===== src/rtl/fib_serial_gen.sv =====
// Bit-serial Fibonacci generator: one full adder, LSB-first, WIDTH add cycles
// per iteration. Results wrap modulo 2^WIDTH; overflow is sticky for the run.
module fib_serial_gen #(
  parameter int WIDTH = 16
) (
  input  logic             clk,
  input  logic             reset,
  input  logic             start,
  input  logic [5:0]       n,
  output logic             busy,
  output logic             done,
  output logic [WIDTH-1:0] fib,
  output logic             overflow
);

  localparam int CW = $clog2(WIDTH);
  localparam logic [CW-1:0] LAST_BIT = CW'(WIDTH - 1);

  typedef enum logic [1:0] {S_IDLE, S_ADD, S_UPDATE, S_DONE} state_t;

  state_t           r_state, w_state_nx;
  logic [WIDTH-1:0] r_a, r_b, r_a_cp, r_b_cp, r_sum, r_fib;
  logic [WIDTH-1:0] w_fib_ld;
  logic             r_carry, r_ovf;
  logic [CW-1:0]    r_bit;
  logic [5:0]       r_n, r_iter, w_iter_nx;
  logic             w_s, w_co, w_last_bit;

  // The single full adder, fed from the LSBs of the a/b shift registers.
  assign w_s        = r_a[0] ^ r_b[0] ^ r_carry;
  assign w_co       = (r_a[0] & r_b[0]) | (r_carry & (r_a[0] ^ r_b[0]));
  assign w_last_bit = (r_bit == LAST_BIT);
  assign w_iter_nx  = r_iter + 6'd1;

  // b starts at 1, so n=0 has to be forced rather than read from b.
  assign w_fib_ld = (r_n == 6'd0) ? '0 :
                    (r_n == 6'd1) ? WIDTH'(1) : r_b;

  assign busy     = (r_state != S_IDLE);
  assign done     = (r_state == S_DONE);
  assign fib      = done ? w_fib_ld : r_fib;
  assign overflow = r_ovf;

  always_ff @(posedge clk) begin
    if (reset) r_state <= S_IDLE;
    else       r_state <= w_state_nx;
  end

  always_comb begin
    w_state_nx = r_state;
    case (r_state)
      S_IDLE:   if (start) w_state_nx = (n < 6'd2) ? S_DONE : S_ADD;
      S_ADD:    if (w_last_bit) w_state_nx = S_UPDATE;
      S_UPDATE: w_state_nx = (w_iter_nx < (r_n - 6'd1)) ? S_ADD : S_DONE;
      S_DONE:   w_state_nx = S_IDLE;
      default:  w_state_nx = S_IDLE;
    endcase
  end

  always_ff @(posedge clk) begin
    if (reset) begin
      r_a     <= '0;
      r_b     <= '0;
      r_a_cp  <= '0;
      r_b_cp  <= '0;
      r_sum   <= '0;
      r_fib   <= '0;
      r_carry <= 1'b0;
      r_ovf   <= 1'b0;
      r_bit   <= '0;
      r_n     <= '0;
      r_iter  <= '0;
    end else begin
      case (r_state)
        S_IDLE: if (start) begin
          r_n     <= n;
          r_a     <= '0;
          r_b     <= WIDTH'(1);
          r_a_cp  <= '0;
          r_b_cp  <= '0;
          r_sum   <= '0;
          r_carry <= 1'b0;
          r_ovf   <= 1'b0;
          r_bit   <= '0;
          r_iter  <= '0;
        end
        S_ADD: begin
          // Shifted-out operand bits land in the copies, rebuilding the old values.
          r_sum   <= {w_s, r_sum[WIDTH-1:1]};
          r_a     <= r_a >> 1;
          r_b     <= r_b >> 1;
          r_a_cp  <= {r_a[0], r_a_cp[WIDTH-1:1]};
          r_b_cp  <= {r_b[0], r_b_cp[WIDTH-1:1]};
          r_carry <= w_co;
          r_bit   <= w_last_bit ? '0 : r_bit + CW'(1);
          if (w_last_bit && w_co) r_ovf <= 1'b1;
        end
        S_UPDATE: begin
          r_a     <= r_b_cp;
          r_b     <= r_sum;
          r_carry <= 1'b0;
          r_iter  <= w_iter_nx;
        end
        S_DONE: r_fib <= w_fib_ld;
        default: ;
      endcase
    end
  end

endmodule

===== config.mk =====
export PLATFORM = sky130hd
export DESIGN_NAME = fib_serial_gen
export DESIGN_NICKNAME = d
export VERILOG_FILES = /design/src/rtl/fib_serial_gen.sv
export SDC_FILE = /design/constraint.sdc
export NUM_CORES = 1
export LEC_CHECK = 0
export ABC_AREA = 1
export CORE_UTILIZATION = 45
export CTS_CLUSTER_DIAMETER = 120
export DETAILED_ROUTE_END_ITERATION = 16
export GPL_TIMING_DRIVEN = 1
export HOLD_SLACK_MARGIN = 0.1
export SLEW_MARGIN = 30
export SYNTH_ARGS = -nofsm -noshare
export SYNTH_HDL_FRONTEND = slang
export SYNTH_SLANG_ARGS = --single-unit

===== constraint.sdc =====
create_clock -name clk -period 2.4 [get_ports clk]
set_clock_uncertainty 0.1 [all_clocks]
set_input_delay 0.6 -clock clk [delete_from_list [all_inputs] [get_ports clk]]
set_output_delay 0.6 -clock clk [all_outputs]
set_load 0.02 [all_outputs]

### After elaboration in Yosys (flattened, before gate mapping)

Cells that the tools add are included.

* $add $sub $neg: 3
* $mul: 0
* divide/modulo/power cells: 0
* magnitude comparators: 2
* equal/unequal tests: 8
* shift operators: 0
* mux-type cells: 23
* bitwise operators: 5
* reductions and logical operators: 13

Operators with widths (number)
* one-hot mux 16 bit (3 select lines): 2
* two-way mux 16 bit: 5
* one-hot mux 16 bit (2 select lines): 2
* one-hot mux 6 bit (2 select lines): 1
* AND reduction 2 bit: 5
* two-way mux 2 bit: 4
* two-way mux 4 bit: 2
* one-hot mux 2 bit (4 select lines): 1
* one-hot mux 4 bit (2 select lines): 1
* adder 6 x 1 -> 6 bit, second input constant: 1
* == test 6 x 1 -> 1 bit, second input constant: 1
* zero test 6 bit: 1
* less-than comparator 6 x 2 -> 1 bit, second input constant: 1
* less-than comparator 6 bit: 1
* two-way mux 6 bit: 1
* != test 2 bit, second input constant: 3
* nonzero test 2 bit: 3
* subtractor 6 x 1 -> 6 bit, second input constant: 1
* adder 4 x 1 -> 4 bit, second input constant: 1
* == test 2 bit, second input constant: 2
* == test 4 bit, second input constant: 1
* one-hot mux 1 bit (3 select lines): 1
* AND reduction 3 bit: 1
* nonzero test 3 bit: 1
* 8 further kinds: 11

* flip-flop bits (word level): 100
* latch bits: 0
* memory bits (writable): 0
* ROM bits: 0
* input port bits: 9
* memories kept: 0

### Longest topological paths before layout

* depth in word-level cells: 6
* mapped depth: 12

### Least setup slack after synthesis

No wires, ideal clock.

* path type: register -> output
* start: register r_state[0]
* end: output fib[10]
* data arrival time: 1.442 ns
* data required time: 1.700 ns
* setup slack: 0.258 ns
* cell stages (with the launch flop): 7
* cell sequence: dfxtp_1 -> ha_1 -> buf_2 -> clkbuf_1 -> nor2_1 -> nor2_1 -> inv_1

* cells in the longest elaborated chain, start to end: 2

Ends and longest elaborated chain
* from (decl): RTL line 21 `state_t r_state, w_state_nx;`
* from (signal assigned): RTL line 46 `else r_state <= w_state_nx;`
* == test 2 bit: RTL line 40 `assign done = (r_state == S_DONE);`
* net done: RTL line 11 `output logic done,`
* two-way mux 16 bit
* to (decl): RTL line 12 `output logic [WIDTH-1:0] fib,`

The timed path passes the listed nets, and every way through them passes these cells.

### Worst setup path in the final report

* start: register r_n[1]
* end: output fib[13]

* cells in the longest elaborated chain, start to end: 4

Ends and longest elaborated chain
* from (decl): RTL line 26 `logic [5:0] r_n, r_iter, w_iter_nx;`
* from (signal assigned): RTL line 76 `r_n <= n;`
* == test 6 x 1 -> 1 bit: RTL line 37 `(r_n == 6'd1) ? WIDTH'(1) : r_b;`
* two-way mux 16 bit: RTL line 37
* two-way mux 16 bit (*): RTL line 36 `assign w_fib_ld = (r_n == 6'd0) ? '0 :`
* two-way mux 16 bit (*)

Every way passes the cells marked *; elsewhere a longest branch is shown, timed or not.

==> results.json <==
{
  "overflow": 0,
  "area_delta_synth_final_pct": 21.2,
  "die_height_um": 103,
  "min_path_type": "reg -> reg",
  "p_leak_nw": 2.33,
  "cpLargestDelayFamily": "buffers and inverters",
  "nets": 736,
  "hold_viol_final": 0,
  "antennaDiodeCount": 0,
  "vias_per_cell": 4.87,
  "cts_tree": "done",
  "worst_setup_path_start_kind": "flop",
  "yosysSeqAreaShare": 0.433,
  "holdPathStages": 2,
  "clock_tree.root_cell": "clkbuf_8",
  "met2_usage": 0.344,
  "max_stage_delay_ps": 350,
  "clkSinkCount": 100,
  "vias": 4146,
  "start_util": 0.468,
  "core_area_um2": 9860,
  "worstMarginPinSlew_ps": 512,
  "wl_per_cell_um": 12.1,
  "grt_pass1_vias": 3828,
  "fin_crit_sh": 0.982,
  "max_cap_violations": 0,
  "ios": 28,
  "top_usage_layer": "met2",
  "drive_gt1_frac": 0.153,
  "dpl.hpwl_mm": 6.28,
  "cts_buffers": 9,
  "syn_nets": 702,
  "synth_cells": 679,
  "first_pass_iters": 4,
  "drv_slew": 0,
  "fin_crit_ps": 2360,
  "fin_hold_ws_ps": 359,
  "yosys.cell_types.count": 28,
  "grt_use_met3": 0.0329,
  "setup_violations": 0,
  "relSlewSlack": 0.658,
  "ctsLongestPathBuffers": 2,
  "drt_iter0_drc": 187,
  "critical_path_arrival_ps": 1660,
  "antenna_found_initial": 0,
  "path_depth": 9,
  "num_rows": 36,
  "syn_avg_cell_area_um2": 6.80,
  "ir_worst_vdd_v": 0.000391,
  "fmax_ghz": 0.425,
  "synth-seq-cells": 100,
  "rr_worst_depth": 12,
  "worstSetupPathType": "reg -> out",
  "drc": 0,
  "grt_pass1_wl_mm": 17.0,
  "crit_fanout": 7,
  "crit_chain": "inv_4 > ha_4 > nand3_4 > nand2_4 > clkbuf_16 > nor2_2 > nor2_1 > inv_1 > buf_6",
  "globalplace.congestion": 0.767,
  "io_buffers": 27,
  "crit_buf_inv": 4,
  "grt_usage": 0.199,
  "run_status": "finished clean",
  "clkTransAtPathRegs_ps": 100,
  "die-area_um2": 10700,
  "grt_max_degree": 87,
  "die_width_um": 103,
  "cellPowerDensity_nw_per_um2": 719,
  "final_antenna_net_count": 0,
  "crit_required_ps": 1700,
  "rsz0062_at_grt": "yes",
  "routed_wl_mm": 10.3,
  "syn_area_um2": 4620,
  "yosys_warnings": 0,
  "final_util": 0.567,
  "cts_htree_levels": 3,
  "ctsHoldBuffers": 0,
  "grt.met1_usage": 0.261,
  "critPathSlowestCell": "dfxtp_2",
  "cp-end-kind": "primary output",
  "clk_latency_ps": 360
}
[through the flow]
stage | TNS, ps | worst slack [ps] | cells | total power, mW | instance area, µm²
after global routing | -287 | -50.5 | 851 | 4.26 | 5600
after CTS | 0 | 2.23 | 843 | 3.98 | 5270
after detailed placement | -866 | -94.6 | 822 | 2.88 | 5090
final | 0 | 44.3 | 851 | 4.03 | 5600
after floorplan | 0 | 258 | 679 | 2.54 | 4620
after global placement | -194 | -21.1 | 822 | 2.86 | 5090
[Yosys cell counts]
master	number	area, µm²
a211oi_1	1	7.51
and2_1	1	6.26
dfxtp_1	100	2000
buf_6	1	11.3
buf_4	7	52.6
xor2_1	5	43.8
buf_1	2	7.51
nand2_2	2	12.5
o21ai_2	1	8.76
a31oi_1	2	12.5
ha_1	13	163
nand3_1	43	215
nand2_1	224	841
o21ai_1	1	5.00
inv_1	53	199
nand3_2	1	10.0
nor2_1	84	315
or2_2	1	6.26
buf_2	11	55.1
fa_1	1	20.0
a22o_1	4	35.0
and3_1	1	6.26
a21oi_1	81	405
xnor2_1	3	26.3
o21ai_0	12	60.1
clkbuf_1	19	71.3
inv_2	3	11.3
nor3_1	2	10.0
[layer usage]
| layer | part of all wire | up-vias |
|---|---|---|
| met1 | 0.49 | 1902 |
| li1 | - | 2192 |
| met3 | 0.022 | 6 |
| met4 | 0.0064 | 0 |
| met2 | 0.48 | 46 |
| met5 | 0 | - |
[logic make-up after synthesis]
family	synth area share
flops	0.433
xor+xnor	0.0152
compound gates	0.116
buf+inv	0.0883
simple gates	0.308
fa+ha+maj	0.0395
[sequential cells by signal (all words and copies together), names as in the netlist]
| name | cells |
|---|---|
| r_a | 16 |
| r_b | 16 |
| r_b_cp | 16 |
| r_fib | 16 |
| r_sum | 16 |
| r_iter | 6 |
| r_n | 6 |
| r_bit | 4 |
| r_state | 2 |
| overflow | 1 |
| r_carry | 1 |
[path summary, 6_finish.rpt]
check / start / to / slack, ps
worst max-delay path: r_n[1] / fib[13] / 40
worst min register to register: r_a[15] / r_a[15] / 360
worst min-delay path: r_a[15] / r_a[15] / 360
worst max register to register: r_n[2] / r_state[1] / 260
[cells in the final DEF, fill, tap and decap left out, types with 2 or more instances in the layout]
cell             synthesis  routed
nand2_2                  2       7
a31oi_1                  2       2
ha_1                    13       9
inv_2                    3       3
o21ai_0                 12      12
clkinvlp_4               0       3
buf_4                    7      29
nand2_1                224     218
dfxtp_1                100      96
inv_1                   53      51
nor3_1                   2       2
nand3_4                  0       2
buf_6                    1      16
xor2_1                   5       5
nor2_4                   0       5
nand3_1                 43      42
a22o_1                   4       4
clkbuf_16                0       2
nor2_2                   0      11
clkdlybuf4s50_1          0       9
clkbuf_8                 0      10
dfxtp_2                  0       3
xnor2_1                  3       3
buf_12                   0       5
nor2_1                  84      68
ha_4                     0       3
inv_4                    0       2
a21oi_1                 81      81
[worst register-to-register path, stage by stage (launching register included)]
cell     delay [ps]
dfxtp_1         350
buf_4           150
or2_2           280
nor3_1          140
nand2_1          90
xor2_1          150
ha_1            290
nand2_1          90
inv_1            40
a21oi_1         140
nand2_1         100
nand2_1          70
a21oi_1          60
[cell type report]
class	count	area [µm²]
Clock inverter	5	61.3
Multi-Input combinational cell	483	2350
Inverter	56	215
Sequential cell	100	2010
Timing Repair Buffer	63	648
Tap cell	133	166
Fill cell	930	4270
Clock buffer	11	141
[repair_timing]
action	4_1_cts	5_1_grt
endpoints found under the setup margin	17	16
pin swaps	4	20
setup buffers	5	6
gates cloned	0	2
resized for setup	74	71
[report_power, final]
part | switching (mW) | internal [mW]
Combinational | 0.755 | 0.398
Sequential | 0.0621 | 1.72
Clock | 0.578 | 0.513
(Power assumes the default switching activity.)
==> variant (same flow settings) <==
The 4 states of `state_t` get a one-hot encoding in 4 bits.
--- a/src/rtl/fib_serial_gen.sv
+++ b/src/rtl/fib_serial_gen.sv
@@ -18,3 +18,3 @@
 
-  typedef enum logic [1:0] {S_IDLE, S_ADD, S_UPDATE, S_DONE} state_t;
+  typedef enum logic [3:0] {S_IDLE = 4'b0001, S_ADD = 4'b0010, S_UPDATE = 4'b0100, S_DONE = 4'b1000} state_t;
 
Behaviour: same outputs for any inputs over 10 cycles, from zero or initial values and one cycle with reset high; not proved beyond that.
==> variant against the original RTL <==
Synthesized area is 2.8% lower; wire length is 8.9% lower; cell count is 8.5% lower; cell area is 4.4% lower; sequential cell count is 2 higher; setup slack worse by 38 ps; largest cell class unchanged; highest routed layer unchanged.
Power is not compared: it rests on default switching activity, and its combinational part moved more than twofold at a synthesized area within 25%.
==> variant: results (changes against the original RTL) <==
- Status: complete, no violations (unchanged)
- DR vias: 3755 (was 4146)
- Met1 WL: 4.57 mm (was 5.07 mm)
- WL final: 9.36 mm (was 10.3 mm)
- Routability Congestion: 0.769 (was 0.767)
- Reg-to-Reg Start: r_n[0] (was r_n[2])
- Layout cells sized above 1: 14.4% (was 15.3%)
- VDD IR max: 0.393 mV
- Postcts setup bufs: 0 (was 5)
- Fill count: 957 (was 930)
- Routed wl met2: 4.39 mm (was 4.90 mm)
- Slew HR: 64.5% (was 65.8%)
- Final #Nets: 660 (was 736)
- Yosys cell types: 29 (was 28)
- Arr. time, crit path: 1690 ps (was 1660 ps)
- Vias in the first global route: 3398 (was 3828)
- RR Endpoint: r_state[3] (was r_state[1])
- Post-Synth XOR/XNOR Area: 1.56% (was 1.52%)
- First-pass GRT wire length: 15.5 mm (was 17.0 mm)
- FF-to-FF path depth: 14 (was 12)
- Post_cts resized: 85 (was 74)
- Grt met2 use: 32.9% (was 34.4%)
- Register area share after synthesis: 45.5% (was 43.3%)
- Adder-cell share of the synthesized area: 2.95% (was 3.95%)
- Syn nets: 629 (was 702)
- Largest net degree at the start of global routing: 49 (was 87)
- Post-synthesis compound-gate area fraction: 17.1% (was 11.6%)
- Crit-path leading delay family: simple AND/OR/NAND/NOR gates (was buffers and inverters)
- Met1 GRT Util: 23.9% (was 26.1%)
- Top cells by count, synth: nand2_1 (188), dfxtp_1 (102), a21oi_1 (53), inv_1 (48), nor2_1 (44) (was nand2_1 (224), dfxtp_1 (100), nor2_1 (84), a21oi_1 (81), inv_1 (53))
- Iter 0 DRT Violations: 164 (was 187)
- GR Util met3: 5.61% (was 3.29%)
==> variant: worst max path at each step <==
stage | start | end | slack, ps | cells after the start
6_report | r_state[0] | fib[6] | 6 | 7
5_1_grt | r_state[0] | fib[10] | -80 | 7
4_1_cts | r_n[1] | fib[2] | 5 | 7
3_5_place_dp | r_n[0] | fib[13] | -120 | 7
3_3_place_gp | r_n[0] | fib[9] | -30 | 7
2_1_floorplan | r_state[3] | fib[15] | 290 | 4
==> variant: area by class of cell <==
cell class | count | share of cell area (%)
clock buffer | 10 | 2.38
timing repair buffer | 51 | 9.89
clock inverter | 6 | 1.61
multi-input combinational | 423 | 40.9
tap | 133 | 3.11
sequential | 102 | 38.3
inverter | 54 | 3.83
==> variant: power by group <==
| group | internal (mW) | total, mW | switching, mW |
|---|---|---|---|
| Sequential | 1.72 | 1.73 | 0.0190 |
| Clock | 0.586 | 1.16 | 0.578 |
| Combinational | 0.129 | 0.357 | 0.228 |
| Total | 2.43 | 3.25 | 0.825 |
==> variant: metrics by stage <==
stage / instances / utilization [%] / hold slack [ps] / setup TNS, ps / worst slack [ps]
5_1_grt: 779 / 55.0 / 383 / -793 / -83.2
3_5_place_dp: 758 / 51.1 / 357 / -822 / -118
3_3_place_gp: 758 / 51.1 / 350 / -268 / -30.7
6_report: 779 / 55.0 / 370 / 0 / 6.11
2_1_floorplan: 610 / - / 339 / 0 / 288
4_1_cts: 774 / 52.8 / 370 / 0 / 4.92
==> variant: cells by family (layout without fill, tap and decap cells) <==
kind of cell / after synthesis / after routing
fa+ha+maj: 10 / 10
flops: 102 / 102
simple gates: 272 / 272
compound gates: 133 / 133
buf+inv: 85 / 121
xor+xnor: 8 / 8
